$ cat src/rtl/adma_ram_arbiter_pkg.sv
`default_nettype none
// ============================================================
// Package : adma_defs  -- shared encodings for the ADMA RAM arbiter
// Rev     : 1.0
// ============================================================
package adma_defs;

    typedef enum logic [2:0] {
        ST_IDLE = 3'b001,
        ST_G0   = 3'b010,
        ST_G1   = 3'b100
    } arb_state_e;

    localparam int   RAM_RD_LAT = 1;
    localparam logic PORT_ADMA  = 1'b0;
    localparam logic PORT_HOST  = 1'b1;

endpackage
`default_nettype wire

$ cat src/rtl/adma_ram_arbiter_if.sv
`default_nettype none
// ============================================================
// Interface : adma_ram_arbiter_if  -- requester ports plus RAM port
// Rev       : 1.0
// ============================================================
interface adma_ram_arbiter_if #(
    parameter int ADDR_W = 64,
    parameter int DATA_W = 32
);
    logic              req0, lock0, wr0;
    logic [ADDR_W-1:0] addr0;
    logic [DATA_W-1:0] wdata0;
    logic              grant0, rvalid0;
    logic [DATA_W-1:0] rdata0;

    logic              req1, lock1, wr1;
    logic [ADDR_W-1:0] addr1;
    logic [DATA_W-1:0] wdata1;
    logic              grant1, rvalid1;
    logic [DATA_W-1:0] rdata1;

    logic [ADDR_W-1:0] ram_address;
    logic              ram_read, ram_write;
    logic [DATA_W-1:0] data_to_ram;
    logic [DATA_W-1:0] data_from_ram;

    modport slave (
        input  req0, lock0, wr0, addr0, wdata0,
        input  req1, lock1, wr1, addr1, wdata1,
        input  data_from_ram,
        output grant0, rdata0, rvalid0,
        output grant1, rdata1, rvalid1,
        output ram_address, ram_read, ram_write, data_to_ram
    );

    modport master (
        output req0, lock0, wr0, addr0, wdata0,
        output req1, lock1, wr1, addr1, wdata1,
        output data_from_ram,
        input  grant0, rdata0, rvalid0,
        input  grant1, rdata1, rvalid1,
        input  ram_address, ram_read, ram_write, data_to_ram
    );
endinterface
`default_nettype wire

$ cat src/rtl/adma_ram_arbiter_rd_return_pipe.sv
`default_nettype none
// ============================================================
// Module : rd_return_pipe  -- delays read-issued flag and port tag, demuxes RAM data
// Rev    : 1.0
// ============================================================
module rd_return_pipe
    import adma_defs::*;
#(
    parameter int DATA_W = 32
) (
    input  wire logic              clk_i,
    input  wire logic              rst_ni,
    input  wire logic              issue_i,
    input  wire logic              tag_i,
    input  wire logic [DATA_W-1:0] data_from_ram_i,
    output logic      [DATA_W-1:0] rdata0_o,
    output logic                   rvalid0_o,
    output logic      [DATA_W-1:0] rdata1_o,
    output logic                   rvalid1_o
);
    logic [RAM_RD_LAT-1:0] vld_q;
    logic [RAM_RD_LAT-1:0] tag_q;

    always_ff @(posedge clk_i) begin
        if (!rst_ni) begin
            vld_q <= '0;
            tag_q <= '0;
        end else begin
            vld_q[0] <= issue_i;
            tag_q[0] <= tag_i;
            for (int i = 1; i < RAM_RD_LAT; i++) begin
                vld_q[i] <= vld_q[i-1];
                tag_q[i] <= tag_q[i-1];
            end
        end
    end

    // The tag, not the current grant, decides who gets the returning word.
    assign rvalid0_o = vld_q[RAM_RD_LAT-1] && (tag_q[RAM_RD_LAT-1] == PORT_ADMA);
    assign rvalid1_o = vld_q[RAM_RD_LAT-1] && (tag_q[RAM_RD_LAT-1] == PORT_HOST);
    assign rdata0_o  = rvalid0_o ? data_from_ram_i : '0;
    assign rdata1_o  = rvalid1_o ? data_from_ram_i : '0;

endmodule
`default_nettype wire

$ cat src/rtl/adma_ram_arbiter.sv
`default_nettype none
// ============================================================
// Module : adma_ram_arbiter  -- round-robin RAM arbiter with burst lock and cap
// Rev    : 1.0
// ============================================================
module adma_ram_arbiter
    import adma_defs::*;
#(
    parameter int MAX_BURST = 16,
    parameter int ADDR_W    = 64,
    parameter int DATA_W    = 32
) (
    input wire logic          CLK,
    input wire logic          RESET,
    adma_ram_arbiter_if.slave bus
);
    localparam int               CNT_W   = $clog2(MAX_BURST);
    localparam logic [CNT_W-1:0] CNT_MAX = CNT_W'(MAX_BURST - 1);

    arb_state_e       state_q;
    logic [CNT_W-1:0] burst_cnt_q;
    logic [CNT_W-1:0] burst_cnt_d;
    logic             last_grant_q;
    logic             acc0, acc1, issue_rd;

    assign burst_cnt_d = (burst_cnt_q == CNT_MAX) ? burst_cnt_q : burst_cnt_q + 1'b1;

    always_ff @(posedge CLK) begin
        if (!RESET) begin
            state_q      <= ST_IDLE;
            burst_cnt_q  <= '0;
            last_grant_q <= PORT_HOST;
        end else begin
            case (state_q)
                ST_IDLE: begin
                    burst_cnt_q <= '0;
                    if (bus.req0 && bus.req1)
                        state_q <= (last_grant_q == PORT_ADMA) ? ST_G1 : ST_G0;
                    else if (bus.req0)
                        state_q <= ST_G0;
                    else if (bus.req1)
                        state_q <= ST_G1;
                end
                ST_G0: begin
                    if (!bus.req0) begin
                        state_q      <= bus.req1 ? ST_G1 : ST_IDLE;
                        last_grant_q <= PORT_ADMA;
                        burst_cnt_q  <= '0;
                    end else if (bus.req1 && (!bus.lock0 || burst_cnt_q == CNT_MAX)) begin
                        state_q      <= ST_G1;
                        last_grant_q <= PORT_ADMA;
                        burst_cnt_q  <= '0;
                    end else begin
                        burst_cnt_q  <= burst_cnt_d;
                    end
                end
                ST_G1: begin
                    if (!bus.req1) begin
                        state_q      <= bus.req0 ? ST_G0 : ST_IDLE;
                        last_grant_q <= PORT_HOST;
                        burst_cnt_q  <= '0;
                    end else if (bus.req0 && (!bus.lock1 || burst_cnt_q == CNT_MAX)) begin
                        state_q      <= ST_G0;
                        last_grant_q <= PORT_HOST;
                        burst_cnt_q  <= '0;
                    end else begin
                        burst_cnt_q  <= burst_cnt_d;
                    end
                end
                default: begin
                    state_q     <= ST_IDLE;
                    burst_cnt_q <= '0;
                end
            endcase
        end
    end

    assign bus.grant0 = (state_q == ST_G0);
    assign bus.grant1 = (state_q == ST_G1);
    assign acc0       = bus.grant0 && bus.req0;
    assign acc1       = bus.grant1 && bus.req1;

    always_comb begin
        bus.ram_address = '0;
        bus.data_to_ram = '0;
        bus.ram_read    = 1'b0;
        bus.ram_write   = 1'b0;
        if (acc0) begin
            bus.ram_address = bus.addr0;
            bus.data_to_ram = bus.wdata0;
            bus.ram_write   = bus.wr0;
            bus.ram_read    = !bus.wr0;
        end else if (acc1) begin
            bus.ram_address = bus.addr1;
            bus.data_to_ram = bus.wdata1;
            bus.ram_write   = bus.wr1;
            bus.ram_read    = !bus.wr1;
        end
    end

    assign issue_rd = bus.ram_read;

    rd_return_pipe #(
        .DATA_W (DATA_W)
    ) u_rd_return_pipe (
        .clk_i           (CLK),
        .rst_ni          (RESET),
        .issue_i         (issue_rd),
        .tag_i           (acc1 ? PORT_HOST : PORT_ADMA),
        .data_from_ram_i (bus.data_from_ram),
        .rdata0_o        (bus.rdata0),
        .rvalid0_o       (bus.rvalid0),
        .rdata1_o        (bus.rdata1),
        .rvalid1_o       (bus.rvalid1)
    );

endmodule
`default_nettype wire

$ cat src/flat_wrapper.sv
// flat-port wrapper written by rule: the top's interface ports become plain ports
module adma_ram_arbiter_flat import adma_defs::*;
#(
    parameter int MAX_BURST = 16,
    parameter int ADDR_W    = 64,
    parameter int DATA_W    = 32
)
  (CLK, RESET, bus_req0, bus_lock0, bus_wr0, bus_addr0, bus_wdata0, bus_req1, bus_lock1, bus_wr1, bus_addr1, bus_wdata1, bus_data_from_ram, bus_grant0, bus_rdata0, bus_rvalid0, bus_grant1, bus_rdata1, bus_rvalid1, bus_ram_address, bus_ram_read, bus_ram_write, bus_data_to_ram);
  adma_ram_arbiter_if #(.ADDR_W(ADDR_W), .DATA_W(DATA_W)) bus_i ();
  input wire logic CLK;
  input wire logic RESET;
  input wire logic [$bits(bus_i.req0)-1:0] bus_req0;
  input wire logic [$bits(bus_i.lock0)-1:0] bus_lock0;
  input wire logic [$bits(bus_i.wr0)-1:0] bus_wr0;
  input wire logic [$bits(bus_i.addr0)-1:0] bus_addr0;
  input wire logic [$bits(bus_i.wdata0)-1:0] bus_wdata0;
  input wire logic [$bits(bus_i.req1)-1:0] bus_req1;
  input wire logic [$bits(bus_i.lock1)-1:0] bus_lock1;
  input wire logic [$bits(bus_i.wr1)-1:0] bus_wr1;
  input wire logic [$bits(bus_i.addr1)-1:0] bus_addr1;
  input wire logic [$bits(bus_i.wdata1)-1:0] bus_wdata1;
  input wire logic [$bits(bus_i.data_from_ram)-1:0] bus_data_from_ram;
  output wire logic [$bits(bus_i.grant0)-1:0] bus_grant0;
  output wire logic [$bits(bus_i.rdata0)-1:0] bus_rdata0;
  output wire logic [$bits(bus_i.rvalid0)-1:0] bus_rvalid0;
  output wire logic [$bits(bus_i.grant1)-1:0] bus_grant1;
  output wire logic [$bits(bus_i.rdata1)-1:0] bus_rdata1;
  output wire logic [$bits(bus_i.rvalid1)-1:0] bus_rvalid1;
  output wire logic [$bits(bus_i.ram_address)-1:0] bus_ram_address;
  output wire logic [$bits(bus_i.ram_read)-1:0] bus_ram_read;
  output wire logic [$bits(bus_i.ram_write)-1:0] bus_ram_write;
  output wire logic [$bits(bus_i.data_to_ram)-1:0] bus_data_to_ram;
  assign bus_i.req0 = bus_req0;
  assign bus_i.lock0 = bus_lock0;
  assign bus_i.wr0 = bus_wr0;
  assign bus_i.addr0 = bus_addr0;
  assign bus_i.wdata0 = bus_wdata0;
  assign bus_i.req1 = bus_req1;
  assign bus_i.lock1 = bus_lock1;
  assign bus_i.wr1 = bus_wr1;
  assign bus_i.addr1 = bus_addr1;
  assign bus_i.wdata1 = bus_wdata1;
  assign bus_i.data_from_ram = bus_data_from_ram;
  assign bus_grant0 = bus_i.grant0;
  assign bus_rdata0 = bus_i.rdata0;
  assign bus_rvalid0 = bus_i.rvalid0;
  assign bus_grant1 = bus_i.grant1;
  assign bus_rdata1 = bus_i.rdata1;
  assign bus_rvalid1 = bus_i.rvalid1;
  assign bus_ram_address = bus_i.ram_address;
  assign bus_ram_read = bus_i.ram_read;
  assign bus_ram_write = bus_i.ram_write;
  assign bus_data_to_ram = bus_i.data_to_ram;
  adma_ram_arbiter #(.MAX_BURST(MAX_BURST), .ADDR_W(ADDR_W), .DATA_W(DATA_W)) u_core (.CLK(CLK), .RESET(RESET), .bus(bus_i));
endmodule
$ cat config.mk
export PLATFORM = sky130hd
export DESIGN_NAME = adma_ram_arbiter_flat
export DESIGN_NICKNAME = d
export VERILOG_FILES = /design/src/rtl/adma_ram_arbiter_pkg.sv /design/src/rtl/adma_ram_arbiter_if.sv /design/src/rtl/adma_ram_arbiter_rd_return_pipe.sv /design/src/rtl/adma_ram_arbiter.sv /design/src/flat_wrapper.sv
export SDC_FILE = /design/constraint.sdc
export NUM_CORES = 1
export LEC_CHECK = 0
export CORE_AREA = 2 2 157 159
export CTS_CLUSTER_SIZE = 8
export DETAILED_ROUTE_END_ITERATION = 16
export DIE_AREA = 0 0 159 161
export DONT_BUFFER_PORTS = 1
export PLACE_DENSITY_LB_ADDON = 0.15
export SYNTH_ARGS = -nofsm -noshare
export SYNTH_HDL_FRONTEND = slang
export SYNTH_SLANG_ARGS = --single-unit
$ cat constraint.sdc
create_clock -name CLK -period 2 [get_ports CLK]
set_clock_uncertainty 0.15 [all_clocks]
set_input_delay 0.2 -clock CLK [delete_from_list [all_inputs] [get_ports CLK]]
set_output_delay 0.2 -clock CLK [all_outputs]
set_load 0.02 [all_outputs]
# ---- Word-level counts from Yosys, hierarchy flattened
# Index checks and enable logic that the tools add are counted.
dict set report totals {
  in_bits 232
  wordCells 63
  reg_bits 10
}
dict set report classes {
  bitwise_logic 1
  reduce_logical 16
  n_addsub 1
  n_eq_ne 7
  muxes 33
}
# cell n
set ops {}
lappend ops {{$mux 32} 4}
lappend ops {{$mux 64} 2}
lappend ops {{$mux 3} 9}
lappend ops {{$mux 4} 5}
lappend ops {{$mux 1} 9}
lappend ops {{$pmux 3 s3} 1}
lappend ops {{$pmux 4 s2} 1}
lappend ops {{$logic_and 1x1->1} 7}
lappend ops {{$ne 3x3->1 const B} 2}
lappend ops {{$reduce_and 3->1} 2}
lappend ops {{$add 4x1->4 const B} 1}
lappend ops {{$eq 4x4->1 const B} 1}
lappend ops {{$logic_not 1->1} 4}
lappend ops {{$ne 4x3->1 const B} 1}
lappend ops {{$eq 3x1->1 const B} 1}
lappend ops {{$eq 3x2->1 const B} 1}
lappend ops {{$eq 3x3->1 const B} 1}
lappend ops {{$logic_or 1x1->1} 2}
lappend ops {{$mux 2} 1}
lappend ops {{$pmux 1 s2} 1}
lappend ops {{$reduce_bool 2->1} 1}
lappend ops {{$not 1->1} 1}

# ---- Longest topological paths before layout
# Gate-level depths: netlist (run 1).
dict set report depth {
  depth_word 6
  mapped_depth 6
  depth_no_buf 4
}

# ---- Modules after synthesis
# Synthesis (run 1) repeated with hierarchy kept, for this count alone.
dict set report hier_totals {
  cells_unflattened 269
  area_unflattened_um2 2197.1
}
# module area_per_inst_um2 cells_each n_inst
set by_module_without_submodules {}
lappend by_module_without_submodules {adma_ram_arbiter 1519.0 185 1}
lappend by_module_without_submodules {rd_return_pipe 678.2 84 1}

# ---- Worst setup path after synthesis (run 1)
# Ideal clock, no wire load.
dict set report synth_path {
  path_type {register to output}
  start {reg u_core.state_q[2]}
  end {out bus_data_to_ram[10]}
  arrival_time_ns 1.331
  path_buffers 4
  path_slack_ns 0.319
  path_stages_with_launch 7
  required_time_ns 1.650
  path_cell_list {dfxtp_1 buf_2 and4bb_1 buf_4 buf_6 buf_2 a22o_1}
}
dict set report synth_via {
  elab_chain_cells 4
  elab_cells_between_ends 6
  cone_classes {2 x eq/ne; 2 x mux; 2 x reduce/logical}
}
# element line_no
set synth_rtl {}
lappend synth_rtl {{from (decl)} adma_ram_arbiter.sv:20} ;# arb_state_e state_q;
lappend synth_rtl {{from (signal assigned)} adma_ram_arbiter.sv:38} ;# state_q <= (last_grant_q == PORT_ADMA) ? ST_G1 : ST_G0;
lappend synth_rtl {{from (signal assigned)} adma_ram_arbiter.sv:46} ;# state_q <= bus.req1 ? ST_G1 : ST_IDLE;
lappend synth_rtl {{from (signal assigned)} adma_ram_arbiter.sv:59} ;# state_q <= bus.req0 ? ST_G0 : ST_IDLE;
lappend synth_rtl {{$eq 3x3->1} adma_ram_arbiter.sv:79} ;# assign bus.grant1 = (state_q == ST_G1);
lappend synth_rtl {{$logic_and 1x1->1} adma_ram_arbiter.sv:81} ;# assign acc1 = bus.grant1 && bus.req1;
lappend synth_rtl {{$mux 32} adma_ram_arbiter.sv:93} ;# end else if (acc1) begin
lappend synth_rtl {{$mux 32 (*)} adma_ram_arbiter.sv:88} ;# if (acc0) begin
lappend synth_rtl {{to (decl)} flat_wrapper.sv:32} ;# output wire logic [$bits(bus_i.data_to_ram)-1:0] bus_data_to_ram;
# Every way passes the cells marked *; elsewhere a longest branch is shown, timed or not.

# ---- Worst setup path after layout (run 1)
dict set report layout_path {
  start {reg u_core.state_q[0]}
  end {out bus_ram_read}
}
dict set report layout_via {
  elab_chain_cells 4
  elab_cells_between_ends 6
  cone_classes {2 x eq/ne; 2 x mux; 2 x reduce/logical}
}
# element line_no
set layout_rtl {}
lappend layout_rtl {{$eq 3x3->1} adma_ram_arbiter.sv:79}
lappend layout_rtl {{$logic_and 1x1->1} adma_ram_arbiter.sv:81}
lappend layout_rtl {{$mux 1} adma_ram_arbiter.sv:93}
lappend layout_rtl {{$mux 1 (*)} adma_ram_arbiter.sv:88}
lappend layout_rtl {{to (decl)} flat_wrapper.sv:30} ;# output wire logic [$bits(bus_i.ram_read)-1:0] bus_ram_read;
# Marked as above.

==> summary.md, run 1 <==
| Metric | Value |
|---|---|
| Run status | `completed` |
| Reg2Reg Launch Point | `u_core.state_q[0]` |
| Grt total ovfl | `0` |
| Worst path max stage delay | `0.38 ns` |
| Fin crit period | `1.95 ns` |
| Placed Area | `0.00263 mm^2` |
| RSZ-0062 raised after global routing | `yes` |
| Port Buf Inserts | `0` |
| Crit-path slowest cell | `and4bb_4` |
| Final-report max-slew violation count | `0` |
| Residual DRC count | `0` |
| Final ANT Viol Nets | `0` |
| Pwr dens | `314 mW/mm^2` |
| Core Region | `0.0240 mm^2` |
| Critical Path RT | `1.65 ns` |
| Clk slew on worst S/H paths | `0.04 ns` |
| Gp weighted congestion | `0.739` |
| Yosys top cell area share | `41.7%` |
| Hold path endpoint | `u_core.last_grant_q` |
| CP Data Arrival Time | `1.60 ns` |
| Synth Register Bits | `10` |
| R2R depth | `5` |
| Layout cells sized above 1 | `27.1%` |
| Hold Path Class | `primary input to register` |
| Fmax | `0.513 GHz` |
| Leak | `1.20 nW` |
| TritonCTS clock tree | `built` |
| CTS H-Tree Depth | `1` |
| Critical path endpoint category | `primary output` |
| CP delay by family, top | `buffers and inverters` |
| Synth-to-Final Area Change | `45.9%` |
| Most frequent cell after synthesis | `a22o_1` |
| Via density per instance | `4.27` |
| Critical path launch point type | `register` |
| Die Wd | `159 um` |
| CTS Buf Count | `3` |
| Setup violations, final | `0` |
| Syn_nets | `494` |
| Crit Path Max Fanout | `39` |
| CP Buf/Inv Count | `3` |
| Area of the multi-input gates | `0.00176 mm^2` |
| Ranking of synthesized cells by area | `a22o_1, and3_1, and2_1` |
| Largest net degree at the start of global routing | `40` |
| Worst-Skew Late Latency | `0.24 ns` |
| RR Endpoint | `u_core.burst_cnt_q[2]` |
| Ys flop type | `dfxtp_1` |
| Cells after synthesis | `261` |
| First-pass DRT Iterations | `4` |
| Detailed Route WL | `11.5 mm` |
| Post-layout nets | `500` |
| FP Rows | `57` |
| Crit Path Category | `register to primary output` |
| Max-Cap Viols | `0` |
| Post-synth top area cell | `a22o_1` |
| Storage cell area | `203 um^2` |
| Maximum vdd drop | `0.248 mV` |
| Most frequent CP cell | `buf_4` |
| Worst Max-Slew Pin Slew | `0.393 ns` |
| DR iter-0 viols | `145` |
| Post-synth EDFFs | `0` |
| Avg WL per Cell | `19.4 um` |
| GRT Total Usage | `7.62%` |
| Max-slew headroom | `73.1%` |
| Global-route wire length before repair | `14.8 mm` |
| Die Ht | `161 um` |
| Mapped Avg Cell Area | `7.81 um^2` |
| Synth top cells by count | `a22o_1, and3_1, and2_1, buf_2, dfxtp_1` |
| Die Footprint | `0.0256 mm^2` |
| Yosys warns | `0` |
| Clk sink count | `10` |
| Diodes inserted | `0` |
| Initial antenna violation count | `0` |
| CP cell instances | `and4bb_4 > buf_16 > o2bb2ai_2 > buf_4 > buf_4` |
| I/O pin total | `398` |
| CTS root buffer | `clkbuf_16` |
| Effective utilization at floorplan | `8.51%` |
| Detailed Place HPWL | `9.36 mm` |
| Final instance area | `0.00298 mm^2` |
| Sequential cell area fraction in the yosys report | `9.82%` |
| Final Instance Count excl. Fillers | `590` |
| Post-Syn Area | `0.00204 mm^2` |
| WHS Path Cells | `2` |
| Clock Tree Buf Depth | `2` |
| Via count | `2521` |
| Post-synth cell types | `36` |
| Tcrit/Tclk final | `97.5%` |
| Worst reg-to-reg setup slack | `0.28 ns` |
| Fillers | `2750` |
| Final Hold Violating Endpoints | `0` |
| Total power | `0.933 mW` |
| Number of global-route vias before repair | `2230` |
| Hold_sp | `bus_req1` |
| Ys async rst share | `0%` |
| Placed insts | `578` |
==> cell type report <==
cell class	count	area share [%]
Sequential cell	10	6.81
Timing Repair Buffer	35	16.9
Multi-Input combinational cell	214	59.3
Clock buffer	4	2.99
Inverter	3	0.378
Tap cell	324	13.6
==> stage by stage <==
stage / setup TNS [ns] / hold WS (ns) / utilization [%] / setup WS, ns
final: 0 / 0.0307 / 12.4 / 0.0501
after global routing: -0.0364 / 0.0451 / 12.4 / -0.0331
after CTS: -0.272 / 0.0281 / 12.1 / -0.0668
after detailed placement: 0 / 0.149 / 11.0 / 0.157
after global placement: 0 / 0.150 / 11.0 / 0.209
after floorplan: 0 / 0.131 / - / 0.319
==> what timing repair did <==
| action | CTS | global route |
|---|---|---|
| pin swaps | 1 | 2 |
| hold buffers | 2 | 0 |
| endpoints found under the hold margin | 1 | 0 |
| buffers inserted | 1 | 3 |
| cloned | 2 | 0 |
| setup endpoints to repair | 66 | 51 |
| resized for setup | 22 | 9 |
==> how the worst max path moves through the flow <==
stage,cells past startpoint,end,slack [ns],start
floorplan,6,bus_data_to_ram[10],0.32,u_core.state_q[2]
global placement,5,bus_ram_read,0.21,u_core.state_q[0]
detailed placement,4,bus_ram_address[7],0.16,u_core.state_q[0]
CTS,4,bus_ram_address[44],-0.07,u_core.state_q[1]
global route,5,bus_ram_read,-0.03,u_core.state_q[2]
finish,5,bus_ram_read,0.05,u_core.state_q[0]
==> cells by family after synthesis <==
| logic type | count (synthesis) | synth area share (%) |
|---|---|---|
| AOI/OAI and AO/OA | 112 | 47.9 |
| adders and majority gates | 1 | 0.613 |
| muxes | 2 | 0.982 |
| DFF | 10 | 9.82 |
| buffers and inverters | 37 | 9.69 |
| and+or+nand+nor | 97 | 30.2 |
| xor gates and xnor gates | 2 | 0.859 |
==> where the power goes <==
part           switching (mW)  internal (mW)
logic                   0.181          0.129
clock network           0.101          0.301
registers              0.0109          0.210
==> state kept, by name, indices dropped and copies added (netlist names) <==
register and count:
u_core.burst_cnt_q 4, u_core.u_rd_return_pipe.tag_q 1, u_core.u_rd_return_pipe.vld_q 1, u_core.state_q 3, u_core.last_grant_q 1
==> cells in the final DEF (no fill, tap or decap), types with 2 or more instances in the layout <==
cell	n
a211oi_1	3
a21oi_1	2
a22o_1	72
a22o_2	15
a22o_4	10
and2_1	34
and3_1	35
and4bb_4	2
buf_12	14
buf_16	3
buf_4	16
clkbuf_16	3
dfxtp_1	8
dfxtp_2	2
dlygate4sd3_1	2
inv_1	3
mux2i_1	2
nand2b_1	5
nand3_1	3
nand3_2	2
nand4_1	2
nor2_1	5
nor2b_1	3
xor2_1	2
==> metal layers <==
layer,vias to the layer above,share of wire [%],global-route usage [%]
met5,-,0,0
met4,0,2.9,2.56
met3,26,9.8,1.23
met2,251,51,13.7
met1,1199,36,9.26
li1,1045,-,-
(Power assumes the default switching activity.)
==> run 2, diff against run 1 <==
- CORE_AREA: 2 2 157 159 -> 2 2 153 155
- DIE_AREA: 0 0 159 161 -> 0 0 155 157
- SYNTH_HIERARCHICAL: not set -> 1
- clock period: 2 -> 1.9 ns (I/O delays scaled with it)
==> summary.md, run 2 <==
| Metric | Value |
|---|---|
| Post-synth top area cell | `a22o_1` |
| Switching power | `0.292 mW` |
| Avg WL per Cell | `26.2 um` |
| Via count | `2574` |
| Worst-Skew Late Latency | `0.24 ns` |
| Final-report max-slew violation count | `0` |
| Fillers | `2574` |
| Syn_nets | `502` |
| Die Footprint | `0.0243 mm^2` |
| Commonest cells after routing, fill and taps aside | `a22o_2, and3_1, and3b_1` |
| Post-synth cell types | `35` |
| Reg2Reg Launch Point | `u_core/state_q[1]` |
| Tcrit/Tclk final | `99.1%` |
| I/O pin total | `398` |
| First-pass DRT Iterations | `4` |
| Clk sink count | `10` |
| TNS Setup | `0 ns` |
| Total power | `0.946 mW` |
| Most frequent cell after synthesis | `a22o_1` |
| Gp weighted congestion | `0.809` |
| Yosys warns | `6` |
| Post-layout nets | `489` |
| TritonCTS clock tree | `built` |
| CTS Buf Count | `3` |
| Crit Path Max Fanout | `43` |
| Biggest register | `u_core/burst_cnt_q` |
| CP delay by family, top | `simple AND/OR/NAND/NOR gates` |
| Synth top cells by count | `a22o_1, and3_1, and3b_1, buf_2, buf_6` |
| Clock Power Share | `44.6%` |
| Via density per instance | `4.75` |
| CTS H-Tree Depth | `1` |
| WHS Path Cells | `2` |
| Mapped Avg Cell Area | `8.17 um^2` |
| Final ANT Viol Nets | `0` |
| Switch share | `30.9%` |
| Fmax | `0.531 GHz` |
| Cells after synthesis | `269` |
| Effective utilization at floorplan | `9.76%` |
| RR Endpoint | `u_core/state_q[0]` |
| Ys flop type | `dfxtp_1` |
| GRT Total Usage | `8.93%` |
| Most common cell after layout, fill and taps aside | `a22o_2` |
| CP Data Arrival Time | `1.54 ns` |
| Largest net degree at the start of global routing | `86` |
| Post-CTS Setup Bufs | `0` |
| Detailed Place HPWL | `11.2 mm` |
| DR iter-0 viols | `148` |
| Worst reg-to-reg setup slack | `0.10 ns` |
| Sequential share of power | `24.4%` |
| Worst path max stage delay | `0.33 ns` |
| Initial antenna violation count | `2` |
| CTS root buffer | `clkbuf_16` |
| Final Hold Violating Endpoints | `0` |
| Max-slew headroom | `70.7%` |
| Grt total ovfl | `0` |
| Combinational power share | `31.1%` |
| Detailed Route WL | `14.2 mm` |
| Critical Path RT | `1.56 ns` |
| Regs by FF count | `u_core/burst_cnt_q: 4 flops, u_core/state_q: 3 flops` |
| Synth Register Bits | `10` |
| Crit Path Category | `register to primary output` |
| Clock Tree Buf Depth | `2` |
| RSZ-0062 raised after global routing | `yes` |
| R2R depth | `5` |
| Die Wd | `155 um` |
| Hold Path Class | `primary input to register` |
| Post-Syn Area | `0.00220 mm^2` |
| FP Rows | `55` |
| CP cell instances | `nor2_2 > and3_4 > buf_16 > a22o_1` |
| Die Ht | `157 um` |
| Port Buf Inserts | `0` |
| Synth-to-Final Area Change | `27.0%` |
| Fin crit period | `1.88 ns` |
| Internal power | `0.654 mW` |
| Hold path endpoint | `u_core/last_grant_q` |
| Ranking of synthesized cells by area | `a22o_1, and3b_1, and3_1` |
| Leak | `1.22 nW` |
| Ys async rst share | `0%` |
| Yosys top cell area share | `38.7%` |
| Clk slew on worst S/H paths | `0.04 ns` |
| Max reg flops | `4` |
| Critical path endpoint category | `primary output` |
| Pwr dens | `339 mW/mm^2` |
| Core Region | `0.0225 mm^2` |
| Post-synth EDFFs | `0` |
| Max-Cap Viols | `0` |
| Crit-path slowest cell | `dfxtp_1` |
| CP Buf/Inv Count | `1` |
| Residual DRC count | `0` |
| Global-route wire length before repair | `15.3 mm` |
| Critical path launch point type | `register` |
| Hold_sp | `bus_req1` |
| Worst Max-Slew Pin Slew | `0.439 ns` |
| Sequential cell area fraction in the yosys report | `9.11%` |
| Setup violations, final | `0` |
| Maximum vdd drop | `0.307 mV` |
| Layout cells sized above 1 | `43.1%` |
| Number of global-route vias before repair | `2113` |
| Run status | `completed` |
==> run 2: cell count changes in the layout (fill, tap and decap cells not counted), moves of 3 or more <==
cell / delta
buf_4: -5
a22o_2: +59
and3_1: -3
a22o_1: -57
nor2_1: +3
and3b_1: +32
and2_1: -31
buf_12: -14
nand2_1: +3
==> run 2: power by group through the flow <==
stage	registers (mW)	clock network [mW]	logic (mW)
final	0.231	0.422	0.294
after global routing	0.232	0.437	0.313
after CTS	0.227	0.428	0.274
after detailed placement	0.230	0	0.255
after global placement	0.230	0	0.255
after floorplan	0.233	0	0.216
==> run 2: logic make-up (layout without fill, tap and decap cells) <==
family / count (synthesis) / count (layout) / share of synthesized area [%]
xor+xnor: 1 / 1 / 0.399
mux: 2 / 2 / 0.911
compound gates: 113 / 113 / 43.8
buf+inv: 42 / 28 / 14.0
fa+ha+maj: 1 / 1 / 0.569
other cells: 0 / 2 / 0
simple gates: 100 / 100 / 31.3
flops: 10 / 10 / 9.11
==> run 2: worst register-to-register path: cells and delay by family (launching register included) <==
family          cells  cell delay [ns]
simple gates        1             0.09
buf+inv             3             0.95
flops               1             0.36
compound gates      1             0.15
==> run 2: how the worst max path moves through the flow <==
stage	start	to	slack, ns	depth (start not counted)
detailed placement	u_core/state_q[0]	bus_data_to_ram[28]	0.08	4
floorplan	u_core/state_q[0]	bus_ram_address[33]	0.25	6
finish	u_core/state_q[0]	bus_ram_address[18]	0.02	4
CTS	u_core/state_q[0]	bus_data_to_ram[4]	-0.06	4
global placement	u_core/state_q[0]	bus_data_to_ram[28]	0.11	4
global route	u_core/state_q[0]	bus_ram_address[16]	-0.05	4
==> run 2: metrics by stage <==
stage               hold WS, ns  utilization (%)  cell area (um^2)  cells  worst slack (ns)
floorplan                 0.112                -              2200    269             0.250
global placement          0.124             10.7              2410    531             0.114
detailed placement        0.127             10.7              2410    531            0.0839
CTS                      0.0147             11.6              2610    538           -0.0562
global route             0.0160             12.4              2790    542           -0.0468
finish                   0.0146             12.4              2790    542            0.0178
==> run 2: area by class of cell <==
class / count / area, um^2 / share of cell area (%)
multi-input cells: 217 / 1880 / 67.3
well taps: 285 / 357 / 12.8
repair buffers: 20 / 244 / 8.74
flip-flops and latches: 10 / 201 / 7.22
clock buffers: 4 / 88.8 / 3.18
inverters: 4 / 17.5 / 0.628
diodes: 2 / 5.00 / 0.179
==> run 2: what timing repair did <==
item | 4_1_cts | 5_1_grt
hold endpoints to repair | 6 | 0
hold buffers | 3 | 0
endpoints found under the setup margin | 86 | 96
pin swaps | 0 | 2
resized for setup | 61 | 37
cloned | 0 | 2
==> run 2: routing by layer <==
metal / vias to the layer above / GRT usage (%) / wire (um)
li1: 1054 / - / -
met1: 1227 / 9.50 / 4750
met2: 283 / 17.5 / 7690
met3: 10 / 1.90 / 1520
met4: 0 / 2.69 / 224
met5: - / 0 / 0
==> run 3, diff against run 2 <==
- ABC_AREA: not set -> 1
- CORE_AREA: 2 2 153 155 -> 2 2 154 156
- DIE_AREA: 0 0 155 157 -> 0 0 156 158
- SETUP_SLACK_MARGIN: not set -> 0.15
==> summary.md, run 3 <==
| Metric | Value |
|---|---|
| Leak | `2.35 nW` |
| Worst Max-Slew Pin Slew | `0.356 ns` |
| Max-Cap Viols | `0` |
| FP Rows | `56` |
| Fin Hold WS | `0.136 ns` |
| TritonCTS clock tree | `built` |
| Critical path launch point type | `register` |
| Die Ht | `158 um` |
| Ranking of synthesized cells by area | `a22o_1, nor2_1, dfxtp_1` |
| Worst-Skew Late Latency | `0.24 ns` |
| Mapped Avg Cell Area | `6.52 um^2` |
| CTS H-Tree Depth | `1` |
| Synth-to-Final Area Change | `128%` |
| Grt total ovfl | `0` |
| Global-route wire length before repair | `19.1 mm` |
| CP cell instances | `buf_4 > nand3_4 > nor2_4 > buf_12 > buf_4 > clkbuf_16 > a22o_4` |
| Met3 usage in global routing | `2.71%` |
| Synth Register Bits | `10` |
| Switch share | `38.2%` |
| Biggest register | `u_core/burst_cnt_q` |
| Clk sink count | `10` |
| Utilization after layout | `19.4%` |
| Ys async rst share | `0%` |
| Crit Path Max Fanout | `11` |
| Worst path max stage delay | `0.32 ns` |
| Gp weighted congestion | `0.720` |
| Number of global-route vias before repair | `2801` |
| Failing checks | `negative setup slack` |
| Final Hold Violating Endpoints | `0` |
| Clk slew on worst S/H paths | `0.04 ns` |
| Crit Path Category | `register to primary output` |
| CTS root buffer | `clkbuf_16` |
| Port Buf Inserts | `0` |
| Post-synth EDFFs | `0` |
| Fillers | `2543` |
| CP delay by family, top | `buffers and inverters` |
| Gr busiest metal | `met2` |
| Setup violations, final | `25` |
| GR Util met1 | `12.3%` |
| GRT Total Usage | `10.9%` |
| Most frequent CP cell | `buf_4` |
| Largest net degree at the start of global routing | `34` |
| Final ANT Viol Nets | `0` |
| RSZ-0062 raised after global routing | `yes` |
| Max reg flops | `4` |
| Tcrit/Tclk final | `102%` |
| Cells after synthesis | `301` |
| Layout cells sized above 1 | `57.2%` |
| Met2 usage | `20.4%` |
| Max-slew headroom | `76.3%` |
| Commonest cells after routing, fill and taps aside | `buf_4, nor2_1, a22o_4` |
| Critical Path RT | `1.56 ns` |
| Switching power | `0.569 mW` |
| Yosys top cell area share | `42.9%` |
| Post-synth cell types | `24` |
| Diodes inserted | `0` |
| PnR worst setup slack | `-0.0374 ns` |
| Core Region | `0.0231 mm^2` |
| CTS Buf Count | `3` |
| Detailed Place HPWL | `11.5 mm` |
| Effective utilization at floorplan | `8.51%` |
| Most common cell after layout, fill and taps aside | `buf_4` |
| Syn_nets | `534` |
| Pre-CTS setup slack | `0.0920 ns` |
| Die Wd | `156 um` |
| Fmax | `0.516 GHz` |
| Die Footprint | `0.0246 mm^2` |
| I/O pin total | `398` |
| First-pass DRT Iterations | `4` |
| Clock Power Share | `28.5%` |
| DR iter-0 viols | `133` |
| Yosys warns | `6` |
| Sequential cell area fraction in the yosys report | `10.2%` |
| Avg WL per Cell | `23.3 um` |
| Post-layout nets | `657` |
| Hold Path Class | `primary input to register` |
| Residual DRC count | `0` |
| Via count | `2943` |
| Ys flop type | `dfxtp_1` |
| Crit-path slowest cell | `dfxtp_2` |
| Critical path endpoint category | `primary output` |
| Fin crit period | `1.94 ns` |
| Internal power | `0.921 mW` |
| Initial antenna violation count | `0` |
| Synth top cells by count | `a22o_1, nor2_1, inv_1, nand2_1, buf_2` |
| Post-synth top area cell | `a22o_1` |
| Maximum vdd drop | `0.270 mV` |
| Pwr dens | `333 mW/mm^2` |
| Sequential share of power | `16.7%` |
| Post-Syn Area | `0.00196 mm^2` |
| CP Data Arrival Time | `1.60 ns` |
| Regs by FF count | `u_core/burst_cnt_q: 4 flops, u_core/state_q: 3 flops` |
| Final-report max-slew violation count | `0` |
| Detailed Route WL | `16.6 mm` |
| Via density per instance | `4.13` |
| Clock Tree Buf Depth | `2` |
| Most frequent cell after synthesis | `a22o_1` |
| Run status | `finished, violations left` |
| CP Buf/Inv Count | `4` |
| Combinational power share | `54.8%` |
## run 3: area by class of cell
cell class,instances,area (um^2),area share (%)
Tap cell,290,363,8.11
Timing Repair Buffer,144,1630,36.5
Sequential cell,10,204,4.56
Clock buffer,4,88.8,1.98
Inverter,47,179,4.00
Multi-Input combinational cell,218,2010,44.9
## run 3: worst paths after layout
check,slack [ns],end,from,cells after the start
max reg2reg,0.29,u_core/state_q[2],u_core/state_q[0],10
max,-0.04,bus_data_to_ram[19],u_core/state_q[1],7
min,0.14,u_core/last_grant_q,bus_req1,4
min reg2reg,0.31,u_core/last_grant_q,u_core/last_grant_q,2
## run 3: tightest hold or removal path: stages
cell,delay (ns)
nand2_1,0.05
nand2_2,0.09
nand3_1,0.08
nand3_1,0.08
## run 3: cell families (layout without fill, tap and decap cells)
group                      count (synthesis)  in the layout  synth area share, %
AOI/OAI and AO/OA                        102            102                 44.8
xor gates and xnor gates                   1              1                0.447
muxes                                      1              1                0.510
DFF                                       10             10                 10.2
buffers and inverters                     73            195                 17.7
adders and majority gates                  1              1                0.638
and+or+nand+nor                          113            113                 25.7
## run 3: layer usage
metal | wire length, um | vias up
met3 | 1500 | 16
met1 | 6180 | 1354
met5 | 0 | -
met2 | 8570 | 268
met4 | 356 | 0
li1 | - | 1305
## run 3: per-stage QoR
step / std cells / setup TNS, ns / power (mW) / instance area, um^2
floorplan: 301 / 0 / 0.649 / 1960
global placement: 672 / 0 / 0.795 / 3030
detailed placement: 672 / 0 / 0.795 / 3030
CTS: 699 / -0.716 / 1.45 / 4170
global route: 713 / -3.39 / 1.56 / 4480
finish: 713 / -0.646 / 1.49 / 4480
## run 3: power groups by stage
stage,Sequential (mW),Clock [mW],Combinational [mW]
after detailed placement,0.249,0,0.545
after CTS,0.248,0.435,0.766
after global placement,0.250,0,0.545
final,0.249,0.425,0.817
after global routing,0.250,0.448,0.865
after floorplan,0.248,0,0.402
## run 3: repair_timing
action,4_1_cts,5_1_grt
buffers inserted,12,9
endpoints found under the setup margin,97,100
pin swaps,9,17
hold buffers,3,0
cloned,8,5
gates resized for setup,142,18
hold endpoints to repair,9,0
